## config.mk

```make
export PLATFORM = sky130hd
export DESIGN_NAME = dvp_capture_ctrl
export DESIGN_NICKNAME = d
export VERILOG_FILES = /design/src/rtl/dvp_capture_ctrl.sv
export SDC_FILE = /design/constraint.sdc
export NUM_CORES = 1
export LEC_CHECK = 0
export CAP_MARGIN = 25
export CORE_AREA = 2 2 78 80
export CTS_CLUSTER_DIAMETER = 60
export DETAILED_ROUTE_END_ITERATION = 12
export DIE_AREA = 0 0 80 82
export MAX_ROUTING_LAYER = met4
export PLACE_DENSITY = 0.78
export SYNTH_ARGS = -nofsm -noshare
export SYNTH_HDL_FRONTEND = slang
export SYNTH_SLANG_ARGS = --single-unit
```

## constraint.sdc

```tcl
create_clock -name pclk -period 2.7 [get_ports pclk]
set_input_delay 0.54 -clock pclk [delete_from_list [all_inputs] [get_ports pclk]]
set_output_delay 0.54 -clock pclk [all_outputs]
set_load 0.01 [all_outputs]
```

## src/rtl/dvp_capture_ctrl.sv

```systemverilog
// Purpose: frame-gating capture controller between the DVP byte receiver and video DMA;
//          aligns to frame boundaries, skips warm-up frames, regenerates AXI-S tuser/tlast.
// Latency: 1 cycle from accepted s_* byte to m_* byte.
// Backpressure: none; m_tready cannot stall the source, so a stall is only recorded in sticky overflow.
//
// Ports:
//   pclk, rst                         : pixel clock, synchronous active-high reset
//   s_tdata/s_tvalid/s_tlast          : receiver byte stream, s_tlast = last byte of frame
//   start/stop                        : one-cycle control pulses
//   continuous/skip_frames            : capture mode, sampled on start
//   m_tdata/m_tvalid/m_tuser/m_tlast  : AXI-S video out (tuser = SOF, tlast = EOL)
//   m_tready                          : downstream ready, observed only for overflow
//   busy/frame_done/frame_cnt         : status
//   frame_err/overflow                : sticky errors, cleared on start
module dvp_capture_ctrl #(
    parameter int LINE_BYTES = 1280,
    parameter int LINES      = 480,
    parameter int X_W        = 11,
    parameter int Y_W        = 10
) (
    input  logic        pclk,
    input  logic        rst,
    input  logic [7:0]  s_tdata,
    input  logic        s_tvalid,
    input  logic        s_tlast,
    input  logic        start,
    input  logic        stop,
    input  logic        continuous,
    input  logic [3:0]  skip_frames,
    output logic [7:0]  m_tdata,
    output logic        m_tvalid,
    output logic        m_tuser,
    output logic        m_tlast,
    input  logic        m_tready,
    output logic        busy,
    output logic        frame_done,
    output logic [15:0] frame_cnt,
    output logic        frame_err,
    output logic        overflow
);

    localparam logic [X_W-1:0] X_LAST = X_W'(LINE_BYTES - 1);
    localparam logic [Y_W-1:0] Y_LAST = Y_W'(LINES - 1);

    typedef enum logic [1:0] {IDLE, SYNC, SKIP, CAPTURE} state_t;

    state_t         state, state_nxt;
    logic [X_W-1:0] x;
    logic [Y_W-1:0] y;
    logic [3:0]     skip_cnt;
    logic           stop_pending;
    logic           cont_mode;
    // Set once the final byte of the nominal frame has been forwarded;
    // everything after that up to s_tlast belongs to an over-long frame.
    logic           full;

    logic           fwd;        // forward current input byte
    logic           frame_end;  // s_tlast accepted while capturing
    logic           arm;        // start accepted in IDLE
    logic           eof_in;

    assign eof_in = s_tvalid && s_tlast;
    assign busy   = (state != IDLE);

    always_comb begin
        state_nxt = state;
        fwd       = 1'b0;
        frame_end = 1'b0;
        arm       = 1'b0;
        case (state)
            IDLE: begin
                if (start) begin
                    arm       = 1'b1;
                    state_nxt = SYNC;
                end
            end
            SYNC: begin
                if (stop)
                    state_nxt = IDLE;
                else if (eof_in)
                    state_nxt = (skip_cnt != 4'd0) ? SKIP : CAPTURE;
            end
            SKIP: begin
                if (stop)
                    state_nxt = IDLE;
                else if (eof_in && skip_cnt <= 4'd1)
                    state_nxt = CAPTURE;
            end
            CAPTURE: begin
                if (s_tvalid) begin
                    fwd = !full;
                    if (s_tlast) begin
                        frame_end = 1'b1;
                        // stop seen in the same cycle as s_tlast still ends capture
                        if (!cont_mode || stop_pending || stop)
                            state_nxt = IDLE;
                    end
                end
            end
            default: state_nxt = IDLE;
        endcase
    end

    always_ff @(posedge pclk) begin
        if (rst) begin
            state        <= IDLE;
            x            <= '0;
            y            <= '0;
            full         <= 1'b0;
            skip_cnt     <= 4'd0;
            stop_pending <= 1'b0;
            cont_mode    <= 1'b0;
            m_tdata      <= 8'd0;
            m_tvalid     <= 1'b0;
            m_tuser      <= 1'b0;
            m_tlast      <= 1'b0;
            frame_done   <= 1'b0;
            frame_cnt    <= 16'd0;
            frame_err    <= 1'b0;
            overflow     <= 1'b0;
        end else begin
            state      <= state_nxt;
            frame_done <= frame_end;
            m_tvalid   <= fwd;
            m_tuser    <= fwd && (x == '0) && (y == '0);
            // an early s_tlast truncates the line, so it also closes it
            m_tlast    <= fwd && ((x == X_LAST) || s_tlast);
            if (fwd)
                m_tdata <= s_tdata;

            // overflow watches the registered output that downstream actually sees
            if (arm)
                overflow <= 1'b0;
            else if (m_tvalid && !m_tready)
                overflow <= 1'b1;

            if (arm) begin
                cont_mode    <= continuous;
                skip_cnt     <= skip_frames;
                frame_cnt    <= 16'd0;
                frame_err    <= 1'b0;
                stop_pending <= 1'b0;
                x            <= '0;
                y            <= '0;
                full         <= 1'b0;
            end

            if (state == SKIP && eof_in)
                skip_cnt <= skip_cnt - 4'd1;

            if (state == CAPTURE && stop)
                stop_pending <= 1'b1;
            if (state != IDLE && state_nxt == IDLE)
                stop_pending <= 1'b0;

            if (state == CAPTURE && s_tvalid) begin
                if (s_tlast) begin
                    x         <= '0;
                    y         <= '0;
                    full      <= 1'b0;
                    frame_cnt <= frame_cnt + 16'd1;
                    if (full || x != X_LAST || y != Y_LAST)
                        frame_err <= 1'b1;
                end else if (full) begin
                    frame_err <= 1'b1;
                end else if (x == X_LAST) begin
                    x <= '0;
                    if (y == Y_LAST)
                        full <= 1'b1;
                    else
                        y <= y + 1'b1;
                end else begin
                    x <= x + 1'b1;
                end
            end
        end
    end

endmodule

```

After elaboration in Yosys (flattened, before gate mapping)
Index checks and enable logic that the tools add are counted.

Bitwise logic cells: 2. Equal/unequal tests: 7. Reductions and logical operators: 29. Muxes and demuxes: 44. Add/subtract/negate cells: 4. Order comparisons: 1.

Operators by type and width (number): 10-bit two-way mux (6); 11-bit two-way mux (5); 16-bit two-way mux (3); 1-bit two-way mux (19); 16-bit by 1-bit adder with 16-bit output, second input constant (1); 2-bit two-way mux (8); 11-bit by 1-bit adder with 11-bit output, second input constant (1); 11-bit equality test, second input constant (1); 11-bit zero test (1); 11-bit inequality test, second input constant (1); 10-bit by 1-bit adder with 10-bit output, second input constant (1); 10-bit by 9-bit equality test with 1-bit output, second input constant (1); 1-bit logical AND (10); 10-bit zero test (1); 10-bit by 9-bit inequality test with 1-bit output, second input constant (1); 4-bit two-way mux (2); 2-bit case mux with 4 select lines (1); 2-bit nonzero test (3); 1-bit logical OR (5); 2-bit equality test, second input constant (2); 4-bit by 1-bit <= comparator with 1-bit output, second input constant (1); 2-bit zero test (2); 4-bit nonzero test (1); 2-bit OR reduction (2); other kinds (5) (8).

Bits of input ports: 20. Register bits after elaboration: 60. Output and inout port bits: 31.

Depth between registers and ports, before layout
Gate-level depths: netlist of the first run.

Depth after elaboration: 10. Depth in mapped cells: 7.

Worst setup path before layout of the first run
Ideal clock, no wire load.

Kind: register to register. Start: register x[0]. End: register y[3]. Setup time: 0.130 ns. Setup slack: 0.543 ns. Stages on the path, launching flop included: 8. Buffers on the path: 1. Arrival time: 2.026 ns. Required time: 2.570 ns. Cells stage by stage: dfxtp_1 ha_1 nand3_1 or4_4 or2_1 buf_6 o311ai_1 o31ai_1.

Word-level cells in the longest chain between the ends: 5.

RTL lines: start, declared (RTL line 48) `logic [X_W-1:0] x;`; start signal, assigned (RTL line 173) `x <= x + 1'b1;`; 11-bit equality test (RTL line 166) `end else if (x == X_LAST) begin`; 10-bit two-way mux (RTL line 166); 10-bit two-way mux (RTL line 164) `end else if (full) begin`; 10-bit two-way mux (RTL line 157) `if (s_tlast) begin`; 10-bit two-way mux (RTL line 156) `if (state == CAPTURE && s_tvalid) begin`; end signal, assigned (RTL line 171) `y <= y + 1'b1;`; end, declared (RTL line 49) `logic [Y_W-1:0] y;`.

No other way between the ends. A chain may end at the register's enable or synchronous reset.

Final worst setup path of the first run
Start: register x[10]. End: register y[1].

Same word-level chain as after synthesis.

==> results of run 1 <==
-- layout by cell type, fill, tap and decap left out, types with 6 or more instances in the layout --
cell	n
sky130_fd_sc_hd__nor3_1	15
sky130_fd_sc_hd__a21oi_1	30
sky130_fd_sc_hd__o31ai_1	6
sky130_fd_sc_hd__or2_2	6
sky130_fd_sc_hd__o21ai_0	13
sky130_fd_sc_hd__nor2_1	35
sky130_fd_sc_hd__nand4_1	10
sky130_fd_sc_hd__dfxtp_1	60
sky130_fd_sc_hd__clkbuf_8	11
sky130_fd_sc_hd__nand3_1	18
sky130_fd_sc_hd__ha_1	8
sky130_fd_sc_hd__buf_4	13
sky130_fd_sc_hd__nand2_1	45
sky130_fd_sc_hd__clkdlybuf4s50_1	50
sky130_fd_sc_hd__inv_1	15
-- final cells by class --
| type | count | area, um^2 | share of cell area [%] |
|---|---|---|---|
| clock inverters | 4 | 95.1 | 2.49 |
| repair buffers | 63 | 598 | 15.7 |
| well taps | 75 | 93.8 | 2.46 |
| flip-flops and latches | 60 | 1200 | 31.4 |
| clock buffers | 12 | 155 | 4.06 |
| multi-input cells | 273 | 1620 | 42.4 |
| inverters | 15 | 56.3 | 1.47 |
-- metal layers --
layer  part of all wire [%]  vias up
met5                      0        -
met4                    2.0        0
met3                    4.5       14
met2                     49       61
met1                     44     1315
li1                       -     1440
-- logic make-up (layout without fill, tap and decap cells) --
| kind of cell | after synthesis | after routing |
|---|---|---|
| AND/OR/NAND/NOR | 166 | 166 |
| XOR/XNOR | 9 | 9 |
| AO/OA/AOI/OAI | 86 | 86 |
| multiplexers | 4 | 4 |
| adder cells (fa/ha/maj) | 8 | 8 |
| buffers and inverters | 33 | 94 |
| flip-flops | 60 | 60 |
-- registers in the layout (all words and copies together), names as in the netlist, 2 cells and up --
| signal | count |
|---|---|
| x | 11 |
| frame_cnt | 16 |
| m_tdata | 8 |
| state | 2 |
| y | 10 |
| skip_cnt | 4 |
-- worst max-delay path by stage --
stage                     startpoint            to  slack [ns]  cells after the start
after global placement      s_tvalid  frame_cnt[9]        0.31                      7
final                          x[10]          y[1]        0.49                      5
after floorplan                 x[0]          y[3]        0.54                      7
after CTS                      x[10]          y[1]        0.50                      5
after detailed placement    s_tvalid  frame_cnt[9]        0.25                      7
after global routing            x[0]          y[1]        0.37                      6
-- power by group --
group          switching (mW)  total (mW)  internal (mW)
clock network           0.349        1.01          0.662
logic                  0.0689       0.127         0.0576
registers             0.00919       0.902          0.892
-- critical path: cells and delay by family, from the launching register on --
family / cells / cell delay [ns]
and+or+nand+nor: 3 / 1.22
AOI/OAI and AO/OA: 2 / 0.43
DFF: 1 / 0.42
==> results.py, run 1 <==
metrics = {
    "timing": {
        "fin_crit_ns": 2.21,
        "layout_worst_path_cycle_share_pct": 81.8,
        "fmax_mhz": 453,
        "grt_setup_unrepaired": "no",
        "slew_headroom_pct": 57.9,
        "clock_skew_ns": 0.00858,
        "finalWorstSetupSlack_ns": 0.492,
        "timing.final.max_slew_violations": 0,
        "setup_viol": 0,
        "timing_worst_slew_pin_value_ns": 0.628,
        "hold_viol_final": 0,
        "timing.setup.tns_ns": 0,
        "smallest_hold_slack_ns": 0.452,
    },
    "clock_tree": {
        "cts_buffer_count": 9,
        "cts.htree.levels": 3,
        "clock_insertion_delay_worst_skew_ns": 0.35,
        "clk_pin_slew_ns": 0.07,
        "cts_tree": "yes",
        "clock_tree.root_cell": "sky130_fd_sc_hd__clkbuf_8",
        "cts_hold_buffers": 0,
        "cts_setup_buffers": 0,
        "numClockSinks": 60,
        "ctsResizeCount": 0,
        "max-clock-path-buffers": 2,
    },
    "synthesis": {
        "synth-seq-area-share_pct": 40.7,
        "synthCells": 366,
        "synth-simple-area-share_pct": 28.5,
        "avgSynthCellArea_um2": 8.07,
        "synthFlopType": "sky130_fd_sc_hd__dfxtp_1",
        "main_combinational_cell_family_by_area_after_synthesis": "simple AND/OR/NAND/NOR gates",
        "synth_adder_area_share_pct": 3.39,
        "synthTopCellsByCount": "sky130_fd_sc_hd__dfxtp_1 (60), sky130_fd_sc_hd__nand2_1 (45), sky130_fd_sc_hd__nor2_1 (35), sky130_fd_sc_hd__a21oi_1 (30), sky130_fd_sc_hd__nand3_1 (18)",
        "post-synth-top-area-cell": "sky130_fd_sc_hd__dfxtp_1",
        "synthMuxAreaShare_pct": 1.48,
        "leading_cell_type_by_number_of_instances_after_synthesis": "sky130_fd_sc_hd__dfxtp_1",
        "synth-compound-area-share_pct": 18.8,
        "netlist_top_cells_area": "sky130_fd_sc_hd__dfxtp_1 (41%), sky130_fd_sc_hd__nand2_1 (5.7%), sky130_fd_sc_hd__a21oi_1 (5.1%)",
        "post_synth_edffs": 0,
        "netlist_area_mm2": 0.00295,
        "number_of_different_library_cells_in_the_post_synthesis_netlist": 51,
        "synth_xor_area_share_pct": 2.67,
        "fraction_of_post_synthesis_cell_area_in_the_top_cell_type_by_area_pct": 40.7,
        "yosys_warnings": 0,
        "ffs_w_async_s_r_synth_pct": 0,
        "ys_ff_latch": 60,
        "synth_fp_nets": 394,
    },
    "grt": {
        "global_route.usage.met1_pct": 29.8,
        "grt_pass1_vias": 2724,
        "grt_use_total_pct": 24.6,
        "grt_remaining_overflow": 0,
        "grt_antenna_before_repair": 0,
        "use_met3_pct": 5.27,
        "grt_start_max_net_pins": 22,
        "globalRoute.busiestLayer": "met2",
        "use_met2_pct": 40.3,
        "first_pass_grt_wire_length_um": 12300,
    },
    "worst_setup_path": {
        "worstPathRequired_ns": 2.91,
        "timing.critical_path.arrival_ns": 2.42,
        "worst_r2r_path_depth": 5,
        "crit_path_top_delay_cell": "sky130_fd_sc_hd__or4_4",
        "cp_max_fo": 7,
        "minimum_setup_slack_among_reg_to_reg_paths_ns": 0.49,
        "crit_type": "register to register",
        "regToRegEndpoint": "y[1]",
        "cp_slowest_stage_delay_ns": 0.45,
        "setup.worst_path.end_class": "register",
        "worstPathCellList": "or3b_4, or4_4, or2_1, a21oi_1, o22ai_1",
        "crit_path_start_kind": "register",
        "worst_r2r_startpoint": "x[10]",
    },
    "floorplanning": {
        "floorplan.die.height_um": 82,
        "floorplan.initialDensity_pct": 51.4,
        "floorplan.core_area_mm2": 0.00575,
        "site_rows": 28,
        "die-area_mm2": 0.00656,
        "chipWidth_um": 80,
        "ioPinCount": 51,
    },
    "routing": {
        "drt-wirelength-per-cell_um": 14.7,
        "detail_route.wirelength_um": 7370,
        "viasPerCell": 5.64,
        "route.detailed.drc": 0,
        "drtAntennaViolNets": 0,
        "vias_after_detailed_routing": 2830,
        "drt_first_iter_violations": 137,
        "detailedRoute.firstPassIterationCount": 4,
    },
    "placed_design": {
        "placed_cells_incl_taps": 486,
        "gp_congestion": 0.833,
        "post_placement_setup_slack_ns": 0.254,
        "io_buffers": 50,
        "place_hpwl_um": 5200,
        "placement.cell_area_mm2": 0.00357,
    },
    "outcome": {
        "outcome": "finished, final reports clean",
    },
    "hold_path": {
        "timing.hold.worst_path_depth": 2,
        "hp-class": "register to register",
        "hold_end": "frame_err",
        "hold_path_startpoint": "frame_err",
    },
    "cells_and_area": {
        "area_growth_pct": 29.3,
        "stdcell_area_mm2": 0.00382,
        "finalNonFillerCells": 502,
        "filler_cell_count": 529,
        "number_of_diodes": 0,
        "nNetsFinal": 450,
        "layout.core_utilization_pct": 66.5,
        "drive_gt1_share_pct": 9.84,
    },
    "pwr": {
        "report.power.total_mw": 2.04,
        "power_per_cell_area_mw_per_mm2": 534,
        "total_leakage_power_nw": 1.31,
        "vdd_drop_max_mv": 0.342,
    },
    "job": {
        "drv.max_cap_violation_count": 0,
    },
}
No activity file was read; power rests on OpenSTA's default activity.
==> inputs of run 2 (changes only) <==
Settings changed: CORE_AREA 2 2 78 80 to 2 2 82 84, DIE_AREA 0 0 80 82 to 0 0 84 86, PLACE_DENSITY 0.78 to 0.75.
Clock period 2.7 ns to 1.9 ns, I/O delays scaled along.
==> results.py, run 2 (same netlist as run 1, synthesis figures left out) <==
metrics = {
    "timing": {
        "setup_viol": 2,
        "hold_viol_final": 0,
        "finalWorstSetupSlack_ns": -0.0217,
        "timing_worst_slew_pin_value_ns": 0.559,
        "fmax_mhz": 520,
        "layout_worst_path_cycle_share_pct": 101,
        "clock_skew_ns": 0.00903,
        "fin_crit_ns": 1.92,
        "grt_setup_unrepaired": "yes",
        "timing.final.max_slew_violations": 0,
        "smallest_hold_slack_ns": 0.456,
        "slew_headroom_pct": 62.6,
    },
    "floorplanning": {
        "floorplan.core_area_mm2": 0.00628,
        "chipWidth_um": 84,
        "floorplan.die.height_um": 86,
        "ioPinCount": 51,
        "die-area_mm2": 0.00722,
        "floorplan.initialDensity_pct": 47.1,
        "site_rows": 29,
    },
    "grt": {
        "grt_start_max_net_pins": 20,
        "grt_antenna_before_repair": 0,
        "first_pass_grt_wire_length_um": 13700,
        "grt_pass1_vias": 2945,
        "grt_remaining_overflow": 0,
        "grt_use_total_pct": 24.2,
    },
    "placed_design": {
        "place_hpwl_um": 5980,
        "gp_congestion": 0.910,
        "post_placement_setup_slack_ns": -0.288,
        "placed_cells_incl_taps": 537,
        "io_buffers": 50,
    },
    "clock_tree": {
        "clock_tree.root_cell": "sky130_fd_sc_hd__clkbuf_8",
        "cts.htree.levels": 3,
        "cts_tree": "yes",
        "cts_buffer_count": 9,
        "cts_hold_buffers": 0,
        "clock_insertion_delay_worst_skew_ns": 0.34,
        "max-clock-path-buffers": 2,
        "clk_pin_slew_ns": 0.07,
        "numClockSinks": 60,
    },
    "routing": {
        "detailedRoute.firstPassIterationCount": 5,
        "route.detailed.drc": 0,
        "drt-wirelength-per-cell_um": 14.7,
        "viasPerCell": 5.71,
        "vias_after_detailed_routing": 3168,
        "detail_route.wirelength_um": 8180,
        "drtAntennaViolNets": 0,
        "drt_first_iter_violations": 240,
    },
    "worst_setup_path": {
        "critPathBufInv": 0,
        "setup.worst_path.end_class": "register",
        "minimum_setup_slack_among_reg_to_reg_paths_ns": -0.02,
        "crit_path_start_kind": "register",
        "crit_type": "register to register",
        "cp_max_fo": 6,
        "timing.critical_path.arrival_ns": 2.14,
        "worstPathRequired_ns": 2.11,
        "cp_top_family": "simple AND/OR/NAND/NOR gates",
        "worstPathCellList": "or3b_4, or4_4, or2_4, o311ai_1, o31ai_1",
        "cp_slowest_stage_delay_ns": 0.43,
        "crit_path_top_delay_cell": "sky130_fd_sc_hd__or4_4",
    },
    "cells_and_area": {
        "largest_register_ffs": 16,
        "finalNonFillerCells": 555,
        "registers.top_by_ff_count": "frame_cnt",
        "mostFrequentLayoutCell": "sky130_fd_sc_hd__buf_4",
        "area.sequential_mm2": 0.00121,
        "filler_cell_count": 516,
        "nNetsFinal": 501,
        "top_registers": "frame_cnt: 16 flops, x: 11 flops, y: 10 flops",
        "multi_input_comb_area_mm2": 0.00171,
        "area_growth_pct": 43.6,
        "number_of_diodes": 0,
        "drive_gt1_share_pct": 23.6,
        "most-common-layout-cells": "sky130_fd_sc_hd__buf_4 (63), sky130_fd_sc_hd__dfxtp_1 (54), sky130_fd_sc_hd__clkdlybuf4s50_1 (50), sky130_fd_sc_hd__nand2_1 (43), sky130_fd_sc_hd__nor2_1 (32)",
    },
    "job": {
        "drv.max_cap_violation_count": 0,
    },
    "outcome": {
        "outcome": "complete, but fails checks",
        "failed_checks": "setup timing",
    },
    "pwr": {
        "total_leakage_power_nw": 1.56,
        "power_per_cell_area_mw_per_mm2": 609,
        "vdd_drop_max_mv": 0.444,
    },
    "hold_path": {
        "hp-class": "register to register",
    },
}
run 2: worst paths after layout:
| path | start | to | cells after the start |
|---|---|---|---|
| setup reg to reg | x[9] | y[7] | 5 |
| hold reg to reg | m_tdata[0] | m_tdata[0] | 2 |
| hold / removal | m_tdata[0] | m_tdata[0] | 2 |
| setup / recovery | x[9] | y[7] | 5 |
run 2: worst reg2reg max path: stages (launching register included):
cell	delay [ns]
sky130_fd_sc_hd__dfxtp_2	0.32
sky130_fd_sc_hd__or3b_4	0.39
sky130_fd_sc_hd__or4_4	0.43
sky130_fd_sc_hd__or2_4	0.29
sky130_fd_sc_hd__o311ai_1	0.25
sky130_fd_sc_hd__o31ai_1	0.12
run 2: per-layer routing:
metal / vias up / global-route usage, % / part of all wire, %
met4: 0 / 9.24 / 2.0
met1: 1506 / 29.8 / 44
met3: 20 / 5.00 / 4.6
met2: 98 / 39.1 / 49
li1: 1544 / - / -
met5: - / - / 0
run 2: stage by stage:
step                utilization [%]  instance area [um^2]  setup TNS [ns]  power [mW]
finish                         67.6                  4240         -0.0341        2.58
global route                   67.6                  4240          -0.309        2.69
CTS                            66.6                  4180          -0.213        2.61
detailed placement             63.2                  3970           -6.93        1.51
global placement               63.2                  3970           -4.75        1.50
floorplan                         -                  2980          -0.280        1.40
run 2: cell type report:
class | instances | area share, %
Inverter | 15 | 1.33
Timing Repair Buffer | 114 | 23.2
Tap cell | 77 | 2.27
Multi-Input combinational cell | 273 | 40.4
Sequential cell | 60 | 28.5
Clock buffer | 11 | 3.10
Clock inverter | 5 | 1.24
run 2: what timing repair did:
action | in CTS | in global routing
resized for setup | 6 | 14
endpoints found under the setup margin | 9 | 16
pin swaps | 4 | 1
setup buffers | 1 | 1
hold endpoints to repair | 0 | 0
run 2: report_power, final:
part           switching, mW  internal [mW]
Sequential           0.00888           1.27
Combinational          0.108         0.0967
Clock                  0.503          0.599
Total                  0.620           1.96
==> inputs of run 3 (changes only) <==
Settings changed: SKIP_LAST_GASP from default to 1.
==> results.py, run 3 (same netlist as run 1, synthesis figures left out) <==
metrics = {
    "outcome": {
        "outcome": "complete, but fails checks",
        "failed_checks": "setup timing",
    },
    "floorplanning": {
        "ioPinCount": 51,
        "floorplan.die.height_um": 86,
        "floorplan.initialDensity_pct": 47.1,
        "die-area_mm2": 0.00722,
        "chipWidth_um": 84,
        "site_rows": 29,
        "floorplan.core_area_mm2": 0.00628,
    },
    "worst_setup_path": {
        "timing.critical_path.arrival_ns": 2.14,
        "cp_slowest_stage_delay_ns": 0.43,
        "setup.worst_path.end_class": "register",
        "critPathBufInv": 1,
        "crit_path_top_delay_cell": "sky130_fd_sc_hd__or4_4",
        "worstPathCellList": "or3b_4, or4_4, or2_4, buf_6, a41oi_2, nand2_1",
        "worstPathRequired_ns": 2.13,
        "cp_max_fo": 6,
        "crit_path_start_kind": "register",
        "crit_type": "register to register",
        "cp_top_family": "simple AND/OR/NAND/NOR gates",
    },
    "hold_path": {
        "hp-class": "register to register",
    },
    "timing": {
        "grt_setup_unrepaired": "yes",
        "fin_crit_ns": 1.91,
        "smallest_hold_slack_ns": 0.456,
        "timing.final.max_slew_violations": 0,
        "slew_headroom_pct": 63.6,
        "clock_skew_ns": 0.0103,
        "hold_viol_final": 0,
        "setup_viol": 2,
        "layout_worst_path_cycle_share_pct": 101,
        "fmax_mhz": 522,
        "timing_worst_slew_pin_value_ns": 0.544,
        "finalWorstSetupSlack_ns": -0.0150,
    },
    "clock_tree": {
        "cts_tree": "yes",
        "clock_insertion_delay_worst_skew_ns": 0.34,
        "cts_hold_buffers": 0,
        "max-clock-path-buffers": 2,
        "cts.htree.levels": 3,
        "clock_tree.root_cell": "sky130_fd_sc_hd__clkbuf_8",
        "clk_pin_slew_ns": 0.07,
        "numClockSinks": 60,
        "cts_buffer_count": 9,
    },
    "grt": {
        "use_met2_pct": 39.1,
        "first_pass_grt_wire_length_um": 13700,
        "grt_start_max_net_pins": 20,
        "grt_use_total_pct": 24.2,
        "grt_antenna_before_repair": 0,
        "grt_pass1_vias": 2945,
        "global_route.usage.met1_pct": 29.8,
        "grt_remaining_overflow": 0,
        "use_met3_pct": 5.00,
        "globalRoute.busiestLayer": "met2",
    },
    "pwr": {
        "total_leakage_power_nw": 1.55,
        "switching_share_pct": 24.0,
        "power_per_cell_area_mw_per_mm2": 612,
        "power.internal_mw": 1.96,
        "comb_power_share_pct": 8.0,
        "vdd_drop_max_mv": 0.414,
        "clock_network_fraction_of_design_power_pct": 42.6,
        "seq_power_share_pct": 49.4,
        "power.switching_uw": 620,
    },
    "cells_and_area": {
        "registers.top_by_ff_count": "frame_cnt",
        "top_registers": "frame_cnt: 16 flops, x: 11 flops, y: 10 flops",
        "drive_gt1_share_pct": 23.2,
        "mostFrequentLayoutCell": "sky130_fd_sc_hd__buf_4",
        "stdcell_area_mm2": 0.00422,
        "nNetsFinal": 501,
        "most-common-layout-cells": "sky130_fd_sc_hd__buf_4 (63), sky130_fd_sc_hd__dfxtp_1 (54), sky130_fd_sc_hd__clkdlybuf4s50_1 (50), sky130_fd_sc_hd__nand2_1 (44), sky130_fd_sc_hd__nor2_1 (32)",
        "largest_register_ffs": 16,
        "area_growth_pct": 43.0,
        "number_of_diodes": 0,
    },
    "routing": {
        "detailedRoute.firstPassIterationCount": 5,
        "detail_route.wirelength_um": 8170,
        "vias_after_detailed_routing": 3164,
        "drt_first_iter_violations": 240,
        "viasPerCell": 5.70,
        "route.detailed.drc": 0,
        "drt-wirelength-per-cell_um": 14.7,
        "drtAntennaViolNets": 0,
    },
    "placed_design": {
        "placement.cell_area_mm2": 0.00397,
        "gp_congestion": 0.910,
        "place_hpwl_um": 5980,
        "io_buffers": 50,
    },
    "job": {
        "drv.max_cap_violation_count": 0,
    },
}
run 3: cell count changes in the layout (fill, tap and decap cells not counted):
cell,delta
sky130_fd_sc_hd__nand2_4,-1
sky130_fd_sc_hd__nand2_1,+1
sky130_fd_sc_hd__nor2_2,+1
sky130_fd_sc_hd__nor3_1,+1
sky130_fd_sc_hd__nor2_4,-1
sky130_fd_sc_hd__nor3_2,-1
run 3: worst min-delay path: cells and delay by family (launching register included):
| kind | cells | cell delay, ns |
|---|---|---|
| AO/OA/AOI/OAI | 1 | 0.05 |
| AND/OR/NAND/NOR | 1 | 0.05 |
| flip-flops | 1 | 0.31 |
run 3: final timing paths:
check,end,depth (start not counted),slack [ns],startpoint
max reg2reg,y[5],6,-0.01,x[9]
min reg2reg,m_tdata[0],2,0.46,m_tdata[0]
min,m_tdata[0],2,0.46,m_tdata[0]
max,y[5],6,-0.01,x[9]
run 3: area by class of cell:
cell class,instances,area (um^2)
multi-input combinational,273,1690
tap,77,96.3
sequential,60,1210
fill,521,2050
clock inverter,5,52.6
clock buffer,11,131
timing repair buffer,114,985
inverter,15,56.3
run 3: power by group through the flow:
stage / sequential, mW / combinational (mW) / clock, mW
after floorplan: 1.30 / 0.0971 / 0
after global placement: 1.30 / 0.195 / 0
after detailed placement: 1.31 / 0.200 / 0
after CTS: 1.28 / 0.202 / 1.13
after global routing: 1.28 / 0.224 / 1.19
final: 1.28 / 0.206 / 1.10
run 3: layer usage:
| metal | part of all wire [%] | vias up | routed length (um) |
|---|---|---|---|
| li1 | - | 1542 | - |
| met1 | 45 | 1506 | 3650 |
| met2 | 49 | 101 | 3990 |
| met3 | 4.7 | 15 | 384 |
| met4 | 1.9 | 0 | 153 |
| met5 | 0 | - | 0 |
run 3: repair_timing:
action / CTS / global route
setup endpoints to repair: 9 / 16
pin swaps: 4 / 1
setup buffers: 1 / 1
resized for setup: 6 / 10
run 3: through the flow:
stage          setup TNS (ns)  power, mW  util [%]  instances  setup slack [ns]
6_report              -0.0222       2.58      67.3        555           -0.0150
5_1_grt                -0.421       2.69      67.3        555           -0.0843
4_1_cts                -0.213       2.61      66.6        554           -0.0519
3_5_place_dp            -6.93       1.51      63.2        537            -0.288
3_3_place_gp            -4.75       1.50      63.2        537            -0.188
2_1_floorplan          -0.280       1.40         -        366           -0.0611
